===== config.mk =====
export PLATFORM = sky130hd
export DESIGN_NAME = linked_list_fifo_drain
export DESIGN_NICKNAME = d
export VERILOG_FILES = /design/src/rtl/linked_list_fifo_drain.sv
export SDC_FILE = /design/constraint.sdc
export NUM_CORES = 1
export LEC_CHECK = 0
export BUFFER_PORTS_ARGS = -buffer_cell sky130_fd_sc_hd__clkbuf_2
export CAP_MARGIN = 25
export CORE_ASPECT_RATIO = 1.25
export CORE_UTILIZATION = 55
export CTS_BUF_LIST = sky130_fd_sc_hd__clkbuf_4
export DETAILED_ROUTE_END_ITERATION = 7
export GPL_ROUTABILITY_DRIVEN = 0
export PLACE_DENSITY = 0.87
export SYNTH_ARGS = -nofsm -noshare
export SYNTH_HDL_FRONTEND = slang
export SYNTH_SLANG_ARGS = --single-unit
export TNS_END_PERCENT = 100

===== constraint.sdc =====
create_clock -name clk -period 5.45 [get_ports clk]
set_input_delay 0 -clock clk [delete_from_list [all_inputs] [get_ports clk]]
set_output_delay 0 -clock clk [all_outputs]
set_load 0.01 [all_outputs]

===== src/rtl/linked_list_fifo_drain.sv =====
// Round-robin drain for the shared-RAM multi-queue FIFO: pops eligible queues under a credit
// limit, absorbs the one-cycle read latency and streams {data, queue tag} on valid/ready.
module linked_list_fifo_drain #(
    parameter int unsigned WIDTH      = 8,
    parameter int unsigned DEPTH      = 32,
    parameter int unsigned FIFOS      = 8,
    parameter int unsigned LOG2_FIFOS = $clog2(FIFOS),
    parameter int unsigned LOG2_DEPTH = $clog2(DEPTH),
    parameter int unsigned OUT_DEPTH  = 4,
    parameter int unsigned LOG2_OUT   = $clog2(OUT_DEPTH + 1)
) (
    input  logic                         clk,
    input  logic                         rst,
    input  logic [LOG2_DEPTH*FIFOS-1:0]  count,
    input  logic [WIDTH-1:0]             fifo_q,
    input  logic [FIFOS-1:0]             enable,
    output logic                         pop,
    output logic [LOG2_FIFOS-1:0]        pop_fifo,
    output logic                         out_valid,
    input  logic                         out_ready,
    output logic [WIDTH-1:0]             out_data,
    output logic [LOG2_FIFOS-1:0]        out_fifo,
    output logic                         busy
);

    localparam int unsigned IDX_W = (OUT_DEPTH > 1) ? $clog2(OUT_DEPTH) : 1;
    localparam int unsigned CW    = LOG2_OUT + 1;

    logic [LOG2_FIFOS-1:0] ptr_q;
    logic                  inflight_q;
    logic [LOG2_FIFOS-1:0] tag_q;
    logic [LOG2_OUT-1:0]   occ_q;
    logic [IDX_W-1:0]      head_q;
    logic [IDX_W-1:0]      tail_q;
    logic [WIDTH-1:0]      data_mem [OUT_DEPTH];
    logic [LOG2_FIFOS-1:0] tag_mem  [OUT_DEPTH];

    logic [FIFOS-1:0]      eligible;
    logic                  any_eligible;
    logic [LOG2_FIFOS-1:0] grant;
    logic [CW-1:0]         level;
    logic                  credit_ok;
    logic                  buf_wr;
    logic                  buf_rd;
    int unsigned           idx;

    always_comb begin
        eligible = '0;
        for (int unsigned g = 0; g < FIFOS; g++) begin
            eligible[g] = enable[g] && (count[g*LOG2_DEPTH +: LOG2_DEPTH] != '0);
        end
        any_eligible = |eligible;
    end

    // Scan starts just past the last grant so every eligible queue is served in turn.
    always_comb begin
        grant = '0;
        idx   = 0;
        for (int unsigned i = FIFOS; i >= 1; i--) begin
            idx = (32'(ptr_q) + i) % FIFOS;
            if (eligible[idx]) begin
                grant = LOG2_FIFOS'(idx);
            end
        end
    end

    // Credit counts the in-flight word so the buffer can never overflow.
    always_comb begin
        level     = CW'(occ_q) + CW'(inflight_q);
        credit_ok = level < CW'(OUT_DEPTH);
        pop       = !rst && credit_ok && any_eligible;
        pop_fifo  = grant;
    end

    assign out_valid = (occ_q != '0);
    assign out_data  = data_mem[head_q];
    assign out_fifo  = tag_mem[head_q];
    assign busy      = out_valid | inflight_q;
    assign buf_wr    = inflight_q;
    assign buf_rd    = out_valid & out_ready;

    always_ff @(posedge clk or posedge rst) begin
        if (rst) begin
            ptr_q      <= LOG2_FIFOS'(FIFOS - 1);
            inflight_q <= 1'b0;
            tag_q      <= '0;
        end else begin
            inflight_q <= pop;
            if (pop) begin
                ptr_q <= grant;
                tag_q <= grant;
            end
        end
    end

    always_ff @(posedge clk or posedge rst) begin
        if (rst) begin
            occ_q  <= '0;
            head_q <= '0;
            tail_q <= '0;
            for (int unsigned e = 0; e < OUT_DEPTH; e++) begin
                data_mem[e] <= '0;
                tag_mem[e]  <= '0;
            end
        end else begin
            if (buf_wr) begin
                data_mem[tail_q] <= fifo_q;
                tag_mem[tail_q]  <= tag_q;
                tail_q <= (tail_q == IDX_W'(OUT_DEPTH - 1)) ? '0 : tail_q + 1'b1;
            end
            if (buf_rd) begin
                head_q <= (head_q == IDX_W'(OUT_DEPTH - 1)) ? '0 : head_q + 1'b1;
            end
            unique case ({buf_wr, buf_rd})
                2'b10:   occ_q <= occ_q + 1'b1;
                2'b01:   occ_q <= occ_q - 1'b1;
                default: occ_q <= occ_q;
            endcase
        end
    end

endmodule


==> results of run 1 <==
-- state kept, by name, summed over array words and instances, names as in the netlist --
register,count
buf_wr,1
data_mem,32
head_q,2
occ_q,3
ptr_q,3
tag_mem,12
tag_q,3
tail_q,2
-- path summary, 6_finish.rpt --
check	slack [ps]	depth (start not counted)	start	end
setup / recovery	1480	10	ptr_q[1]	pop_fifo[1]
hold / removal	330	4	rst	tail_q[0]
setup reg to reg	1780	9	ptr_q[1]	tag_q[0]
hold reg to reg	500	1	occ_q[2]	occ_q[2]
max in group asynchronous	4620	4	rst	data_mem[6]
min in group clk	370	6	enable[1]	ptr_q[0]
-- synth_stat cells, types with 5 or more instances --
cell | instances | area share
clkbuf_1 | 8 | 0.0073
o2111ai_1 | 6 | 0.013
nand2_1 | 18 | 0.016
nor2_1 | 12 | 0.011
mux2_2 | 46 | 0.13
mux4_2 | 20 | 0.11
o21ai_0 | 9 | 0.011
or4_4 | 8 | 0.022
a211oi_1 | 5 | 0.0091
dfrtp_1 | 55 | 0.34
mux4_1 | 5 | 0.032
o21ai_1 | 8 | 0.0097
ha_1 | 8 | 0.024
o21a_1 | 8 | 0.015
nand3_1 | 5 | 0.0061
o211ai_1 | 15 | 0.027
mux2i_1 | 17 | 0.041
inv_1 | 12 | 0.011
clkbuf_8 | 6 | 0.020
-- cell type report --
type	count	area share
inverter	14	0.01116
multi-input combinational	243	0.5234
sequential	58	0.3091
clock inverter	4	0.009038
timing repair buffer	87	0.1042
clock buffer	12	0.01914
tap	90	0.02392
-- per-layer routing --
metal  global-route usage  vias to the layer above  part of all wire
met2               0.4635                      170              0.53
met5                    0                        -                 0
met3              0.05463                       53             0.067
met1               0.2729                     1564              0.35
li1                     -                     1491                 -
met4               0.1510                        0             0.052
-- power breakdown --
| part | switching (W) | leakage, nW | internal, W |
|---|---|---|---|
| Clock | 0.000141 | 0.0764 | 0.000152 |
| Sequential | 0.000248 | 0.690 | 0.000657 |
| Combinational | 0.000850 | 1.26 | 0.000891 |
| Total | 0.00124 | 2.03 | 0.00170 |
-- critical path: stages (launching register included) --
cell	delay, ps
dfstp_2	850
inv_2	220
ha_1	340
xor2_1	430
mux4_2	550
o211ai_1	370
o221ai_1	190
a31oi_1	220
a211oi_1	100
a21o_1	170
clkbuf_2	120
-- cells by family (layout without fill, tap and decap cells) --
family | after synthesis | after routing | share of synthesized area
buffers and inverters | 32 | 117 | 0.04599
and+or+nand+nor | 56 | 56 | 0.07554
AOI/OAI and AO/OA | 81 | 81 | 0.1611
xor gates and xnor gates | 7 | 7 | 0.01493
adders and majority gates | 9 | 9 | 0.02924
muxes | 90 | 90 | 0.3189
DFF | 58 | 58 | 0.3543
-- stage by stage --
stage / worst slack (ps) / instance area (sq um) / std cells
2_1_floorplan: 2019 / 4108 / 333
3_3_place_gp: 1966 / 4474 / 482
3_5_place_dp: 1809 / 4474 / 482
5_1_grt: 1120 / 4707 / 508
4_1_cts: 1476 / 4707 / 508
6_report: 1484 / 4707 / 508
==> results.sh, run 1 <==
export IMPL_syn_num_nets=401
export IMPL_fillerInstances=522
export IMPL_die_x_microns=79.30
export IMPL_fmax_mhz=252.2
export IMPL_start_kind="register"
export IMPL_post_cts_resized=0
export IMPL_worst_ep_required_time_ps=5450
export IMPL_routed_wl_microns=9349
export IMPL_setup_viol=0
export IMPL_die_area_sq_um=7820
export IMPL_hold_violations=0
export IMPL_cts_buffer_depth=2
export IMPL_fin_crit_ps=3966
export IMPL_clock_latency_ps=400
export IMPL_clk_pin_slew_ps=100
export IMPL_syn_area_sq_um=4108
export IMPL_numCtsBuffers=9
export IMPL_utilization=0.6626
export IMPL_synthCells=333
export IMPL_syn_area_per_cell_sq_um=12.34
export IMPL_grt_pass1_wl_microns=15300
export IMPL_grt_pass1_vias=3353
export IMPL_antenna_cells=0
export IMPL_syn_to_final_growth_pct=14.59
export IMPL_ios=76
export IMPL_ys_seq_area_frac=0.3542
export IMPL_clock_sinks=58
export IMPL_ys_types=60
export IMPL_finClkSkew_ps=13.78
export IMPL_cts_root_buf="clkbuf_4"
export IMPL_critical_path_class="reg2out"
export IMPL_rows=34
export IMPL_die_h_microns=98.62
export IMPL_drv_slew=0
export IMPL_final_layout_size_suffix_gt1_frac=0.4450
export IMPL_yosys_warnings=0
export IMPL_nets=481
export IMPL_fin_total_pwr_w=0.002938
export IMPL_multiInputGateArea_sq_um=2464
export IMPL_drc=0
export IMPL_worst_slew_pin_slew_ps=808.2
export IMPL_layout_common_cells="clkbuf_2, dfrtp_1, mux2_2"
export IMPL_initial_core_util=0.5782
export IMPL_mostFrequentLayoutCell="clkbuf_2"
export IMPL_antenna_found_initial=0
export IMPL_synth_seq_cells=58
export IMPL_htreeDepth=3
export IMPL_cp_max_fo=19
export IMPL_synth_edf_count=0
export IMPL_p_leak_nw=2.027
export IMPL_whs_ps=331.2
export IMPL_post_cts_setup_buffers=0
export IMPL_cts_hold_buf=10
export IMPL_end_kind="primary output"
export IMPL_maxSlewHeadroom=0.4612
export IMPL_period_share=0.7277
export IMPL_place_hpwl_microns=6990
export IMPL_status="finished, final reports clean"
export IMPL_seqCellArea_sq_um=1455
export IMPL_cts_tree="yes"
export IMPL_core_sq_um=7104
export IMPL_synthArstFlopShare=1.000
export IMPL_first_pass_iters=6
export IMPL_peakVddDrop_uv=304.0
export IMPL_cp_arrival_ps=3970
export IMPL_hold_path_class="in2async"
export IMPL_grt_max_degree=59
export IMPL_gr_total_overflow=0
export IMPL_wire_per_inst_microns=18.40
export IMPL_ant_nets=0
export IMPL_setup_tns_ps=0
export IMPL_vias_per_cell=6.453
export IMPL_rsz0062_at_grt="no"
export IMPL_drt_iter0_markers=200
export IMPL_ys_flop_type="dfrtp_1"
export IMPL_power_density_nw_per_um2=624.2
export IMPL_grt_use_total=0.2579
export IMPL_num_vias=3278
export IMPL_io_buffers=75
export IMPL_cap_violations=0
(Power assumes the default switching activity.)
==> run 2, diff against run 1 <==
==> constraint.sdc (replaced) <==
create_clock -name clk -period 3.8 [get_ports clk]
set_input_delay 0 -clock clk [delete_from_list [all_inputs] [get_ports clk]]
set_output_delay 0 -clock clk [all_outputs]
set_load 0.01 [all_outputs]
==> run 2 against run 1 <==
- first-iteration DRC count rose by 17%
- worst setup slack got worse by 1300 ps
- largest cell class unchanged
- critical endpoint unchanged
- critical path type unchanged
- highest routed layer unchanged
- sequential power rose by 34%
==> results.sh, run 2 (synthesis gave the netlist of run 1 again) <==
export IMPL_clock_latency_ps=400
export IMPL_worst_slew_pin_slew_ps=758.6
export IMPL_wire_per_inst_microns=18.33
export IMPL_crit_path_end="pop_fifo[1]"
export IMPL_grt_pass1_vias=3365
export IMPL_reg2reg_slack_ps=520
export IMPL_cts_buffer_depth=2
export IMPL_setup_viol=0
export IMPL_grt_pass1_wl_microns=15680
export IMPL_mostFrequentLayoutCell="clkbuf_2"
export IMPL_hold_violations=0
export IMPL_reg2reg_from="ptr_q[1]"
export IMPL_cp_startpoint="ptr_q[1]"
export IMPL_ant_nets=0
export IMPL_first_pass_iters=5
export IMPL_p_int_w=0.002471
export IMPL_drc=0
export IMPL_finClkSkew_ps=17.24
export IMPL_hold_path_class="in2async"
export IMPL_antenna_cells=0
export IMPL_die_x_microns=79.30
export IMPL_seq_power_share=0.280
export IMPL_io_buffers=75
export IMPL_placed_cells=487
export IMPL_largest_register="data_mem"
export IMPL_fin_area_sq_um=4756
export IMPL_final_layout_size_suffix_gt1_frac=0.4635
export IMPL_fmax_mhz=280.3
export IMPL_reg2regPathDepth=10
export IMPL_cts_root_buf="clkbuf_4"
export IMPL_vias_per_cell=6.456
export IMPL_netSwitchingFraction=0.4287
export IMPL_peakVddDrop_uv=419.8
export IMPL_routed_wl_microns=9441
export IMPL_fillerInstances=518
export IMPL_status="finished, final reports clean"
export IMPL_rsz0062_at_grt="no"
export IMPL_p_clk_frac=0.085
export IMPL_critical_path_class="reg2out"
export IMPL_layout_common_cells="clkbuf_2, dfrtp_1, mux2_2"
export IMPL_drv_slew=0
export IMPL_reg2reg_to="tag_q[0]"
export IMPL_antenna_found_initial=0
export IMPL_power_density_nw_per_um2=909.3
export IMPL_cp_max_fo=10
export IMPL_multiInputGateArea_sq_um=2479
export IMPL_ios=76
export IMPL_end_kind="primary output"
export IMPL_initial_core_util=0.5782
export IMPL_drt_iter0_markers=233
export IMPL_cap_violations=0
export IMPL_fin_crit_ps=3567
export IMPL_gr_total_overflow=0
export IMPL_cp_arrival_ps=3570
export IMPL_place_hpwl_microns=7005
export IMPL_power_switching_w=0.001854
export IMPL_core_sq_um=7104
export IMPL_seqCellArea_sq_um=1455
export IMPL_die_area_sq_um=7820
export IMPL_grt_max_degree=59
export IMPL_syn_to_final_growth_pct=15.78
export IMPL_p_leak_nw=2.054
export IMPL_maxSlewHeadroom=0.4943
export IMPL_num_vias=3325
export IMPL_setup_tns_ps=0
export IMPL_combPwrFrac=0.635
export IMPL_htreeDepth=3
export IMPL_placed_cell_area_sq_um=4512
export IMPL_instances_no_fill=515
export IMPL_grt_use_total=0.2622
export IMPL_numCtsBuffers=9
export IMPL_start_kind="register"
export IMPL_clock_sinks=58
export IMPL_cts_tree="yes"
export IMPL_die_h_microns=98.62
export IMPL_period_share=0.9388
export IMPL_clk_pin_slew_ps=90
export IMPL_largest_reg_flops=32
export IMPL_top_regs="data_mem x32, tag_mem x12"
export IMPL_nets=488
export IMPL_worst_ep_required_time_ps=3800
export IMPL_rows=34
-- run 2: cell type report --
class                           instances  area share
Clock buffer                           14     0.02210
Clock inverter                          2    0.001842
Inverter                               14     0.01105
Multi-Input combinational cell        243      0.5212
Sequential cell                        58      0.3060
Tap cell                               90     0.02368
Timing Repair Buffer                   94      0.1142
-- run 2: metrics by stage --
stage,hold WS [ps],setup slack [ps],power [W],util
2_1_floorplan,150.5,368.5,0.003234,-
3_3_place_gp,223.7,664.8,0.003705,0.6351
3_5_place_dp,236.2,581.8,0.003843,0.6351
4_1_cts,322.8,181.4,0.004229,0.6652
5_1_grt,390.0,28.45,0.004629,0.6694
6_report,333.3,232.7,0.004324,0.6694
-- run 2: repair_timing --
action / 4_1_cts / 5_1_grt
endpoints found under the setup margin: 0 / 1
setup buffers: 0 / 2
hold buffers: 10 / 0
gates resized for setup: 0 / 3
hold endpoints to repair: 89 / 0
-- run 2: power by group through the flow --
stage          sequential, W  combinational [W]  clock (W)
3_3_place_gp         0.00118            0.00253          0
3_5_place_dp         0.00122            0.00263          0
6_report             0.00121            0.00275   0.000368
2_1_floorplan        0.00107            0.00216          0
4_1_cts              0.00120            0.00264   0.000381
5_1_grt              0.00125            0.00297   0.000408
-- run 2: worst max-delay path, cell delays in order (launching register included) --
cell,delay [ps]
dfstp_2,550
inv_2,110
ha_1,330
xor2_2,360
mux4_2,540
o211ai_1,360
buf_4,200
nand3_1,70
a31oi_1,300
a211oi_2,70
a21o_1,170
clkbuf_2,120
-- run 2: routing by layer --
metal	wire (microns)	global-route usage	vias up
li1	-	-	1499
met1	3509	0.2834	1594
met2	4930	0.4748	189
met3	604	0.04907	43
met4	396	0.1427	0
met5	0	0	-
-- run 2: how the worst min path moves through the flow --
stage | start | to | slack (ps) | cells past startpoint
floorplan | fifo_q[7] | data_mem[7] | 150 | 1
global placement | rst | occ_q[1] | 220 | 3
detailed placement | rst | occ_q[1] | 240 | 3
CTS | enable[2] | tag_q[2] | 320 | 7
global route | rst | occ_q[1] | 390 | 4
finish | rst | occ_q[1] | 330 | 4
